**config.mk**
```make
export PLATFORM = sky130hd
export DESIGN_NAME = clk_en_gen
export DESIGN_NICKNAME = d
export VERILOG_FILES = /design/src/rtl/clk_en_gen_pkg.sv /design/src/rtl/clk_en_div_chan.sv /design/src/rtl/clk_en_gen.sv
export SDC_FILE = /design/constraint.sdc
export NUM_CORES = 1
export LEC_CHECK = 0
export BUFFER_PORTS_ARGS = -buffer_cell sky130_fd_sc_hd__buf_2
export CORE_MARGIN = 3
export CORE_UTILIZATION = 28
export DETAILED_ROUTE_END_ITERATION = 8
export PLACE_DENSITY = 0.49
export SLEW_MARGIN = 10
export SYNTH_ARGS = -nofsm -noshare
export SYNTH_HDL_FRONTEND = slang
export SYNTH_SLANG_ARGS = --single-unit
```
**constraint.sdc**
```tcl
create_clock -name i_clk -period 4.75 [get_ports i_clk]
set_input_delay 0.2375 -clock i_clk [delete_from_list [all_inputs] [get_ports i_clk]]
set_output_delay 0.2375 -clock i_clk [all_outputs]
set_load 0.02 [all_outputs]
```
**src/rtl/clk_en_gen_pkg.sv**
```systemverilog
// clk_en_gen_pkg: shared FSM state type and divisor helper for the clock-enable generator.
package clk_en_gen_pkg;
  typedef enum logic [1:0] {WAIT_LOCK, SETTLE, RUN} clk_en_state_t;
  // Divisors 0 and 1 both mean "strobe every cycle".
  function automatic logic [31:0] div_eff(input logic [31:0] d);
    return (d < 32'd2) ? 32'd1 : d;
  endfunction
endpackage

```
**src/rtl/clk_en_div_chan.sv**
```systemverilog
// clk_en_div_chan: one enable channel with period-boundary divisor update and realign.
module clk_en_div_chan
  import clk_en_gen_pkg::*;
#(
  parameter int DIV_W = 16
) (
  input  logic             clk,
  input  logic             rst_n,
  input  logic             run,
  input  logic             realign,
  input  logic [DIV_W-1:0] div,
  output logic             ce
);
  logic [DIV_W-1:0] div_act, cnt, eff, d;
  logic             was_run, tc;
  // The first run cycle has no latched divisor yet, so it uses the live one.
  always_comb begin
    eff = DIV_W'(div_eff(32'(div)));
    d   = was_run ? div_act : eff;
    tc  = cnt == d - DIV_W'(1);
  end
  always_ff @(posedge clk or negedge rst_n) begin
    if (!rst_n) begin
      was_run <= 1'b0;
      ce      <= 1'b0;
      cnt     <= '0;
      div_act <= '0;
    end else begin
      was_run <= run;
      ce      <= run && tc;
      cnt     <= (run && !realign && !tc) ? cnt + DIV_W'(1) : '0;
      div_act <= (run && (realign || tc)) ? eff : d;
    end
  end
endmodule

```
**src/rtl/clk_en_gen.sv**
```systemverilog
// clk_en_gen: lock-qualified multi-channel clock-enable generator.
module clk_en_gen
  import clk_en_gen_pkg::*;
#(
  parameter int NUM_CH    = 4,
  parameter int DIV_W     = 16,
  parameter int LOCK_WAIT = 256,
  parameter int SYNC_STG  = 2
) (
  input  logic                    i_clk,
  input  logic                    i_reset_n,
  input  logic                    i_locked,
  input  logic [NUM_CH*DIV_W-1:0] i_div,
  input  logic                    i_realign,
  output logic                    o_ready,
  output logic [NUM_CH-1:0]       o_ce,
  output logic                    o_lost
);
  localparam int SW = $clog2(LOCK_WAIT + 1);
  logic [SYNC_STG-1:0] sync;
  logic [SW-1:0]       scnt;
  logic                lk_s, run, realign;
  clk_en_state_t       state, nxt;
  always_ff @(posedge i_clk or negedge i_reset_n) begin
    if (!i_reset_n) begin
      sync    <= '0;
      state   <= WAIT_LOCK;
      scnt    <= '0;
      o_ready <= 1'b0;
      o_lost  <= 1'b0;
    end else begin
      sync    <= {sync[SYNC_STG-2:0], i_locked};
      state   <= nxt;
      scnt    <= (nxt == SETTLE) ? ((state == SETTLE) ? scnt + SW'(1) : SW'(1)) : '0;
      o_ready <= nxt == RUN;
      o_lost  <= o_lost || (state == RUN && !lk_s);
    end
  end
  always_comb begin
    lk_s = sync[SYNC_STG-1];
    nxt  = !lk_s ? WAIT_LOCK :
           (state == WAIT_LOCK) ? SETTLE :
           (state == SETTLE && scnt == SW'(LOCK_WAIT)) ? RUN : state;
  end
  // Channels only count while staying in RUN, so the exit edge clears them.
  always_comb begin
    run     = state == RUN && lk_s;
    realign = run && i_realign;
  end
  for (genvar i = 0; i < NUM_CH; i++) begin : g_ch
    clk_en_div_chan #(.DIV_W(DIV_W)) u_chan (
      .clk    (i_clk),
      .rst_n  (i_reset_n),
      .run    (run),
      .realign(realign),
      .div    (i_div[i*DIV_W +: DIV_W]),
      .ce     (o_ce[i])
    );
  end
endmodule

```
# Word level (Yosys, flattened, before mapping)
# Cells that the tools add are included.
# op_classes
add_sub_neg	9
order_cmp	4
n_eq_ne	9
muxes	21
reduce_logical	29
# op_table
op	n
2-to-1 mux 16 bit	16
adder 16 x 1 -> 16 bit (second input constant)	4
== test 16 bit	4
less-than comparator 16 x 2 -> 1 bit (second input constant)	4
subtractor 16 x 1 -> 16 bit (second input constant)	4
2-to-1 mux 9 bit	2
logical AND 1 bit	17
adder 9 x 1 -> 9 bit (second input constant)	1
== test 9 bit (second input constant)	1
logical NOT 1 bit	6
2-to-1 mux 2 bit	3
logical OR 1 bit	5
== test 2 x 1 -> 1 bit (second input constant)	2
== test 2 bit (second input constant)	2
logical NOT 2 bit	1
# totals
reg_bits	148
inputBits	68
output_inout_bits	6
elab_cells	90

# Depth between registers and ports, before layout
# Gate-level depths: netlist of the first run.
# depth
ltp_word	8
depth_mapped	19
depth_no_buf	14

# Cells and area by module
# From an unflattened synthesis of the first run, not the netlist that was laid out.
# hier_totals
hier_cells	1487
area_unflattened_um2	12187.9
# modules_own_cells
module	n_inst	cells_per_inst	area_per_inst_um2	seq_area_each_um2
clk_en_div_chan	4	356	2876.5	850.8
clk_en_gen	1	63	681.9	375.4

# Worst setup path before layout of the first run
# OpenSTA, ideal clock, no wires.
# synth_timing
path_type	register -> register
startpoint	reg g_ch[0].u_chan.was_run (netlist name)
endpoint	reg g_ch[2].u_chan.div_act[10]
setup_time_ps	127
t_arrival_ps	4268
required_time_ps	4623
path_slack_ps	355
path_stages_with_launch	20
path_buffers	8
period_less_slack_ps	4395
cell_sequence	dfrtp_1 > buf_4 > buf_6 > buf_6 > buf_4 > buf_6 > buf_2 > buf_2 > mux2i_1 > ha_1 > nor4b_2 > nor2_1 > nor4b_1 > o21bai_1 > a2111oi_0 > nand4_2 > a21oi_4 > or2b_1 > buf_6 > mux2_1
# synth_rtl
item	line	rtl
to (signal assigned)	clk_en_div_chan.sv:32	div_act <= (run && (realign || tc)) ? eff : d;
to (decl)	clk_en_div_chan.sv:14	logic [DIV_W-1:0] div_act, cnt, eff, d;

==> impl_metrics.json, run 1 <==
{
  "cp_common_cell": "mux2_2",
  "final_net_count": 1163,
  "via_count": 7663,
  "setup_ws_ns": 0.537,
  "status": "completed",
  "synth_fa_ha_area_share_pct": 1.28,
  "power_density_nw_per_um2": 277,
  "cpPeakStageDelay_ns": 0.64,
  "tns_ns": 0,
  "cts_buffers": 17,
  "synthesis.area_um2": 9760,
  "synth_area_leaders": "dfrtp_1 38%, mux2i_1 7.7%, xnor2_1 7.2%, xor2_1 5.7%, mux2_1 4.7%",
  "htreeDepth": 4,
  "gp_congestion": 0.803,
  "cpMaxStageDelayCell": "dfrtp_4",
  "grt_usage_pct": 14.0,
  "cp-start-kind": "flop",
  "ys_warn_count": 0,
  "synth_flop_cell": "dfrtp_1",
  "fin_crit_sh_pct": 88.7,
  "dp_slack_ns": 0.310,
  "worstPathArrival_ns": 4.53,
  "endpoint_kind": "flop",
  "ys_seq_elements": 148,
  "path_max_fanout": 26,
  "hold_class": "primary input to flop",
  "rows": 67,
  "ir_drop_mv": 0.245,
  "drtIter0Drc": 357,
  "finalSetupViolCount": 0,
  "cts_tree": "done",
  "crit_chain": "buf_4 -> buf_4 -> mux2_2 -> or3b_2 -> nor3_1 -> mux2_2 -> a21oi_1 -> nor3_1 -> nor2_2 -> mux2_2",
  "max_clock_freq_ghz": 0.237,
  "drive_above_1_share_pct": 13.9,
  "maxCapViolations": 0,
  "synth_top_family_by_area": "simple AND/OR/NAND/NOR gates",
  "die_area_um2": 37100,
  "slew_headroom_pct": 48.4,
  "synth_seq_area_share_pct": 37.9,
  "p_leak_uw": 0.00426,
  "drt-total-wl_mm": 25.0,
  "tightestPinTransition_ns": 0.774,
  "cts_buffer_depth": 2,
  "synth.largest_area_cell": "dfrtp_1",
  "ys_types": 78,
  "initial_core_util_pct": 28.8,
  "grt_max_degree": 80,
  "firstDrtPassIters": 5,
  "num_antenna_cells": 0,
  "grt_pass1_vias": 7406,
  "dieHeight_um": 193,
  "root_buffer": "clkbuf_16",
  "synth_edf_count": 0,
  "rsz0062_at_grt": "no",
  "drtAntennaViolNets": 0,
  "wl_per_cell_um": 16.2,
  "fin_hold_ws_ns": 0.0558,
  "vias_per_cell": 4.96,
  "total_power_uw": 3110,
  "area_growth_syn_to_layout_pct": 15.0,
  "clock_sinks": 148,
  "worstSetupPathType": "flop to flop",
  "crit_buf_inv": 2,
  "coreArea_um2": 34000,
  "synth_xor_area_share_pct": 12.9,
  "syn_avg_cell_area_um2": 9.62,
  "synthMuxAreaShare_pct": 14.5,
  "grt_pass1_wl_mm": 41.0,
  "port_buffers": 73,
  "clk_pin_slew_ns": 0.07,
  "stdcell_area_um2": 11200,
  "cp.required_ns": 5.07,
  "route.detailed.drc": 0,
  "grt_overflow": 0,
  "die_width_um": 193,
  "synth-simple-area-share_pct": 22.2,
  "syn-num-nets": 1093,
  "synth_compound_area_share_pct": 7.73,
  "synth_top_area_share_pct": 37.9,
  "syn-instance-count": 1015,
  "finalWorstPathRequiredPeriod_ns": 4.21,
  "clock_skew_ns": 0.00921,
  "placed_area_um2": 10600,
  "clkLatencyLatePin_ns": 0.43,
  "crit_family": "simple AND/OR/NAND/NOR gates",
  "antenna_found_initial": 0,
  "finalHoldViolations": 0,
  "dp_hpwl_mm": 18.6,
  "io_pins": 74,
  "async_reset_ff_share_pct": 100,
  "report.final.slew_viol_count": 0
}
==> per-stage QoR <==
step,instances,util [%]
floorplan,1015,-
global placement,1512,31.1
detailed placement,1512,31.1
CTS,1545,33.1
global route,1545,33.1
finish,1545,33.1
==> registers in the layout (all words and copies together) (netlist names) <==
register	cells
state	2
g_ch.u_chan.cnt	64
o_ready	1
o_lost	1
g_ch.u_chan.ce	4
g_ch.u_chan.div_act	64
scnt	9
g_ch.u_chan.was_run	1
sync	2
==> power by group <==
part | leakage [uW] | switching (uW) | internal [uW]
Sequential | 0.00191 | 26.7 | 1290
Combinational | 0.00205 | 163 | 111
Clock | 0.000309 | 569 | 946
Total | 0.00426 | 758 | 2350
==> repair_timing <==
action | CTS | global route
buffers inserted | 0 | 0
endpoints found under the hold margin | 78 | 0
setup endpoints to repair | 0 | 12
gates resized for setup | 0 | 1
hold buffers | 2 | 0
==> worst reg2reg max path: stages (launching register included) <==
cell     delay, ns
dfrtp_4       0.64
buf_4         0.33
buf_4         0.33
mux2_2        0.43
or3b_2        0.49
nor3_1        0.28
mux2_2        0.37
a21oi_1       0.18
nor3_1        0.11
nor2_2        0.54
mux2_2        0.41
==> cell families (layout without fill, tap and decap cells) <==
group                      count (synthesis)  count (layout)
buffers and inverters                     61             143
DFF                                      148             148
muxes                                    134             134
adders and majority gates                 10              10
xor gates and xnor gates                 144             144
and+or+nand+nor                          415             415
AOI/OAI and AO/OA                        103             103
==> worst paths after layout <==
check | startpoint | end | slack (ns) | cells past startpoint
max | g_ch[0].u_chan.was_run | g_ch[1].u_chan.div_act[4] | 0.54 | 10
min | i_div[9] | g_ch[0].u_chan.div_act[9] | 0.06 | 2
max reg2reg | g_ch[0].u_chan.was_run | g_ch[1].u_chan.div_act[4] | 0.54 | 10
min reg2reg | sync[0] | sync[1] | 0.35 | 0
max in group asynchronous | i_reset_n | g_ch[1].u_chan.cnt[3] | 3.21 | 3
min in group asynchronous | i_reset_n | g_ch[2].u_chan.div_act[1] | 0.43 | 2
==> area by class of cell <==
type / instances / area (um2)
Clock inverter: 12 / 205
Inverter: 25 / 93.8
Multi-Input combinational cell: 806 / 5720
Fill cell: 3502 / 22700
Clock buffer: 19 / 443
Timing Repair Buffer: 87 / 494
Sequential cell: 148 / 3710
Tap cell: 448 / 561
==> synthesized netlist by cell type, drive strengths merged (11+ instances only) <==
library cell and instances:
mux2i 75, and3 23, nor4b 12, nand3 54, o22ai 11, mux2 59
nor3 62, nor2 123, nor3b 16, a21oi 24, xor2 64, dfrtp 148
nor4 28, xnor2 80, inv 23, buf 26, nand2 42
==> metal layers <==
| layer | part of all wire, % | vias up | track usage (%) |
|---|---|---|---|
| met2 | 41 | 142 | 19.9 |
| met4 | 1.0 | 0 | 3.36 |
| met3 | 4.0 | 19 | 2.52 |
| met5 | 0 | - | 0 |
| met1 | 54 | 3699 | 21.6 |
| li1 | - | 3803 | - |
==> placed cells by master, fill, tap and decap left out, types with 27 or more instances in the layout <==
master,instances
nor3_1,62
mux2i_1,75
nor2_1,122
xnor2_1,80
dfrtp_1,147
nand2_1,42
buf_2,72
nand3_1,54
xor2_1,64
nor4_1,27
mux2_1,41
Note: power is estimated with default switching activity, not from simulation.
==> run 2: changes to the inputs <==
==> constraint.sdc (replaced) <==
create_clock -name i_clk -period 3.45 [get_ports i_clk]
set_input_delay 0.1725 -clock i_clk [delete_from_list [all_inputs] [get_ports i_clk]]
set_output_delay 0.1725 -clock i_clk [all_outputs]
set_load 0.02 [all_outputs]
==> impl_metrics.json, run 2 (synthesized netlist as in run 1, its figures left out) <==
{
  "status": "finished with violations",
  "failed_checks": "negative setup slack",
  "drtIter0Drc": 371,
  "grt_usage_pct": 14.8,
  "cpMaxStageDelayCell": "dfrtp_4",
  "clockPowerShare_pct": 49.1,
  "rsz0062_at_grt": "yes",
  "max_clock_freq_ghz": 0.281,
  "final_net_count": 1265,
  "hold_class": "primary input to flop",
  "clk_pin_slew_ns": 0.06,
  "antenna_found_initial": 0,
  "drive_above_1_share_pct": 28.1,
  "final_common_cell": "dfrtp_1",
  "initial_core_util_pct": 28.8,
  "cpPeakStageDelay_ns": 0.50,
  "area_growth_syn_to_layout_pct": 32.3,
  "internal_power_uw": 3420,
  "crit_family": "simple AND/OR/NAND/NOR gates",
  "io_pins": 74,
  "total_power_uw": 4510,
  "sequentialPowerShare_pct": 40.3,
  "post-route-util_pct": 38.1,
  "grt_max_degree": 78,
  "setup_ws_ns": -0.105,
  "fillCellCount": 3389,
  "switching_share_pct": 24.3,
  "grt_pass1_vias": 7995,
  "cp.required_ns": 3.77,
  "cts_tree": "done",
  "power_density_nw_per_um2": 349,
  "power.switching_uw": 1090,
  "report.final.slew_viol_count": 0,
  "rows": 67,
  "tns_ns": -1.80,
  "crit_buf_inv": 4,
  "clkLatencyLatePin_ns": 0.44,
  "ir_drop_mv": 0.347,
  "clock_skew_ns": 0.0106,
  "slew_headroom_pct": 49.4,
  "dp_hpwl_mm": 19.7,
  "wl_per_cell_um": 16.5,
  "endpoint_kind": "flop",
  "finalWorstPathRequiredPeriod_ns": 3.55,
  "gp_congestion": 0.807,
  "drtAntennaViolNets": 0,
  "cts_buffer_depth": 2,
  "finalSetupViolCount": 24,
  "reg_top3": "g_ch.u_chan.cnt: 64 flops, g_ch.u_chan.div_act: 64 flops, scnt: 9 flops",
  "comb_power_share_pct": 10.6,
  "path_max_fanout": 7,
  "port_buffers": 73,
  "dieHeight_um": 193,
  "die_width_um": 193,
  "final_cell_mix": "147 x dfrtp_1, 118 x nor2_1, 84 x buf_4",
  "route.detailed.drc": 0,
  "p_leak_uw": 0.00514,
  "num_antenna_cells": 0,
  "die_area_um2": 37100,
  "via_count": 8122,
  "cp-start-kind": "flop",
  "cp_common_cell": "buf_6",
  "vias_per_cell": 4.93,
  "grt_overflow": 0,
  "finalHoldViolations": 0,
  "htreeDepth": 4,
  "coreArea_um2": 34000,
  "worstSetupPathType": "flop to flop",
  "worstPathArrival_ns": 3.87,
  "firstDrtPassIters": 5,
  "fin_crit_sh_pct": 103,
  "grt_pass1_wl_mm": 43.3,
  "maxCapViolations": 0,
  "clock_sinks": 148,
  "cts_buffers": 17,
  "drt-total-wl_mm": 27.3,
  "crit_chain": "buf_6 -> buf_6 -> buf_12 -> nor2_4 -> o2bb2ai_4 -> ha_4 -> nor4bb_4 -> a2bb2o_4 -> o32ai_4 -> a31oi_4 -> nor4b_2 -> nand3_2 -> nand3_4 -> clkbuf_16 -> mux2_4",
  "root_buffer": "clkbuf_16",
  "tightestPinTransition_ns": 0.760
}
run 2: worst paths after layout:
check | from | to | slack, ns | cells past startpoint
min | i_div[17] | g_ch[1].u_chan.div_act[1] | 0.02 | 3
max | g_ch[0].u_chan.was_run | g_ch[3].u_chan.div_act[4] | -0.10 | 15
min reg2reg | sync[0] | sync[1] | 0.36 | 0
min in group asynchronous | i_reset_n | g_ch[2].u_chan.div_act[2] | 0.33 | 2
max reg2reg | g_ch[0].u_chan.was_run | g_ch[3].u_chan.div_act[4] | -0.10 | 15
max in group asynchronous | i_reset_n | g_ch[3].u_chan.div_act[8] | 2.26 | 3
run 2: metrics by stage:
step | hold WS, ns | std cells | worst slack, ns | cell area [um2]
5_1_grt | 0.0140 | 1648 | -0.294 | 12900
4_1_cts | 0.000262 | 1634 | -0.0311 | 12400
6_report | 0.0224 | 1648 | -0.105 | 12900
2_1_floorplan | -0.123 | 1015 | -0.510 | 10100
3_3_place_gp | 0.275 | 1583 | -0.0636 | 11400
3_5_place_dp | 0.264 | 1583 | -0.0713 | 11400
run 2: cell type report:
type                    instances  area [um2]  area share (%)
multi-input cells             807        6390            49.4
repair buffers                188        1480            11.4
clock buffers                  21         470            3.64
clock inverters                11         223            1.72
well taps                     448         561            4.34
inverters                      25        97.6           0.755
flip-flops and latches        148        3710            28.7
run 2: what timing repair did:
item,CTS,global route
endpoints found under the hold margin,89,0
pin swaps,1,35
endpoints found under the setup margin,34,110
gates cloned,1,3
gates resized for setup,20,72
setup buffers,4,16
hold buffers,14,0
run 2: per-layer routing:
layer  part of all wire [%]  global-route usage, %  vias to the layer above
met1                     52                   22.0                     3956
met5                      0                      0                        -
met2                     44                   22.2                      137
li1                       -                      -                     4008
met4                    1.1                   3.95                        0
met3                    3.3                   2.23                       21
run 2: power by group through the flow:
stage / clock network, uW / logic, uW / registers (uW)
floorplan: 0 / 233 / 1840
global placement: 0 / 429 / 1850
detailed placement: 0 / 432 / 1850
CTS: 2270 / 452 / 1820
global route: 2340 / 527 / 1820
finish: 2220 / 476 / 1820
run 2: tightest hold or removal path, delay by kind of cell:
kind	cells	cell delay [ns]
buffers and inverters	2	0.18
multiplexers	1	0.06
==> run 3: changes to the inputs <==
--- a/config.mk
+++ b/config.mk
@@ -6,10 +6,12 @@
 export NUM_CORES = 1
 export LEC_CHECK = 0
 export BUFFER_PORTS_ARGS = -buffer_cell sky130_fd_sc_hd__buf_2
+export CELL_PAD_IN_SITES_DETAIL_PLACEMENT = 0
+export CELL_PAD_IN_SITES_GLOBAL_PLACEMENT = 1
 export CORE_MARGIN = 3
 export CORE_UTILIZATION = 28
 export DETAILED_ROUTE_END_ITERATION = 8
-export PLACE_DENSITY = 0.49
+export PLACE_DENSITY = 0.62
 export SLEW_MARGIN = 10
 export SYNTH_ARGS = -nofsm -noshare
 export SYNTH_HDL_FRONTEND = slang
==> impl_metrics.json, run 3 (synthesized netlist as in run 1, its figures left out) <==
{
  "status": "completed",
  "fin_crit_sh_pct": 99.0,
  "sequentialPowerShare_pct": 44.0,
  "root_buffer": "clkbuf_16",
  "finalWorstPathRequiredPeriod_ns": 3.41,
  "post-route-util_pct": 37.4,
  "drtAntennaViolNets": 0,
  "cp-start-kind": "flop",
  "clk_pin_slew_ns": 0.07,
  "dp_hpwl_mm": 19.8,
  "clock_skew_ns": 0.0114,
  "dp_slack_ns": -0.109,
  "worstPathArrival_ns": 3.73,
  "via_count": 8114,
  "route.detailed.drc": 0,
  "htreeDepth": 4,
  "grt_usage_pct": 14.7,
  "comb_power_share_pct": 11.5,
  "r2r_slack_ns": 0.04,
  "setup_ws_ns": 0.0359,
  "finalHoldViolations": 0,
  "area_growth_syn_to_layout_pct": 30.0,
  "final_common_cell": "dfrtp_1",
  "finalSetupViolCount": 0,
  "dp.cells": 1585,
  "final_cell_mix": "147 x dfrtp_1, 120 x nor2_1, 85 x buf_4",
  "dieHeight_um": 193,
  "vias_per_cell": 4.93,
  "antenna_found_initial": 0,
  "worstSetupPathType": "flop to flop",
  "tightestPinTransition_ns": 0.897,
  "drive_above_1_share_pct": 26.9,
  "final_net_count": 1264,
  "initial_core_util_pct": 28.8,
  "reg_top3": "g_ch.u_chan.cnt: 64 flops, g_ch.u_chan.div_act: 64 flops, scnt: 9 flops",
  "firstDrtPassIters": 4,
  "max_clock_freq_ghz": 0.293,
  "path_max_fanout": 16,
  "slew_headroom_pct": 40.2,
  "grt_max_degree": 93,
  "port_buffers": 73,
  "coreArea_um2": 34000,
  "switching_share_pct": 27.0,
  "die_width_um": 193,
  "internal_power_uw": 3020,
  "grt_overflow": 0,
  "power_density_nw_per_um2": 326,
  "gp_congestion": 0.795,
  "cp.required_ns": 3.77,
  "power.switching_uw": 1120,
  "clkLatencyLatePin_ns": 0.44,
  "io_pins": 74,
  "maxCapViolations": 0,
  "cts_buffers": 17,
  "cts_tree": "done",
  "rows": 67,
  "report.final.slew_viol_count": 0,
  "hold_class": "primary input to flop",
  "grt_pass1_wl_mm": 43.1,
  "clock_sinks": 148,
  "rsz0062_at_grt": "yes",
  "grt_pass1_vias": 8014,
  "num_antenna_cells": 0,
  "fillCellCount": 3411,
  "cts_buffer_depth": 2,
  "stdcell_count": 1647,
  "drt-total-wl_mm": 27.2,
  "ir_drop_mv": 0.324,
  "tns_ns": 0,
  "drtIter0Drc": 353,
  "wl_per_cell_um": 16.5,
  "die_area_um2": 37100,
  "p_leak_uw": 0.00503,
  "endpoint_kind": "flop",
  "clockPowerShare_pct": 44.4
}
==> run 3: changes by cell type in the layout (fill, tap and decap cells not counted), moves of 3 or more <==
cell        delta
buf_6          -6
bufinv_16      -5
nor3_2         -5
nor3_1         +4
buf_12         +3
buf_2          +3
clkinvlp_4     +3
inv_6          +3
==> run 3: metal layers <==
| metal | global-route usage (%) | part of all wire (%) | vias up |
|---|---|---|---|
| met5 | 0 | 0 | - |
| met4 | 3.39 | 0.44 | 0 |
| met3 | 2.56 | 3.6 | 5 |
| met2 | 22.5 | 44 | 120 |
| met1 | 21.6 | 52 | 3982 |
| li1 | - | - | 4007 |
==> run 3: area by class of cell <==
type	count	area (um2)	share of cell area, %
inverters	25	93.8	0.739
multi-input cells	806	6300	49.7
clock inverters	13	125	0.986
repair buffers	188	1460	11.5
flip-flops and latches	148	3710	29.2
clock buffers	19	443	3.49
well taps	448	561	4.42
==> run 3: final timing paths <==
kind                                         from                          to  cells after the start
max in group asynchronous               i_reset_n   g_ch[0].u_chan.div_act[2]                      3
min                                     i_div[38]   g_ch[2].u_chan.div_act[6]                      2
min reg2reg                               sync[0]                     sync[1]                      0
min in group asynchronous               i_reset_n  g_ch[2].u_chan.div_act[12]                      2
max reg2reg                g_ch[0].u_chan.was_run   g_ch[3].u_chan.div_act[3]                     14
max                        g_ch[0].u_chan.was_run   g_ch[3].u_chan.div_act[3]                     14
==> run 3: per-stage QoR <==
step	instance area, um2	total power, uW	hold slack [ns]
4_1_cts	12200	4180	0.00238
3_3_place_gp	11500	2280	0.282
6_report	12700	4130	0.0213
3_5_place_dp	11500	2290	0.285
5_1_grt	12700	4330	0.0119
2_1_floorplan	10100	2070	-0.123
==> run 3: power by group through the flow <==
stage	Clock (uW)	Sequential, uW	Combinational, uW
after detailed placement	0	1850	438
final	1840	1820	477
after global routing	1980	1830	528
after floorplan	0	1840	233
after CTS	1910	1820	459
after global placement	0	1850	434
==> run 3: repair_timing <==
| action | CTS | global route |
|---|---|---|
| endpoints found under the hold margin | 103 | 0 |
| pin swaps | 7 | 17 |
| setup buffers | 1 | 13 |
| setup endpoints to repair | 38 | 123 |
| hold buffers | 13 | 0 |
| cloned | 0 | 3 |
| gates resized for setup | 16 | 52 |
==> run 3: worst max-delay path, cell delays in order, from the launching register on <==
cell	delay, ns
dfrtp_4	0.54
buf_12	0.16
buf_12	0.14
buf_4	0.19
nor4_4	0.32
nor2_1	0.08
a2111oi_2	0.38
buf_4	0.19
mux2_2	0.32
mux2i_1	0.13
o21ai_1	0.10
nand3_1	0.12
nand3_2	0.14
buf_12	0.19
mux2_4	0.28
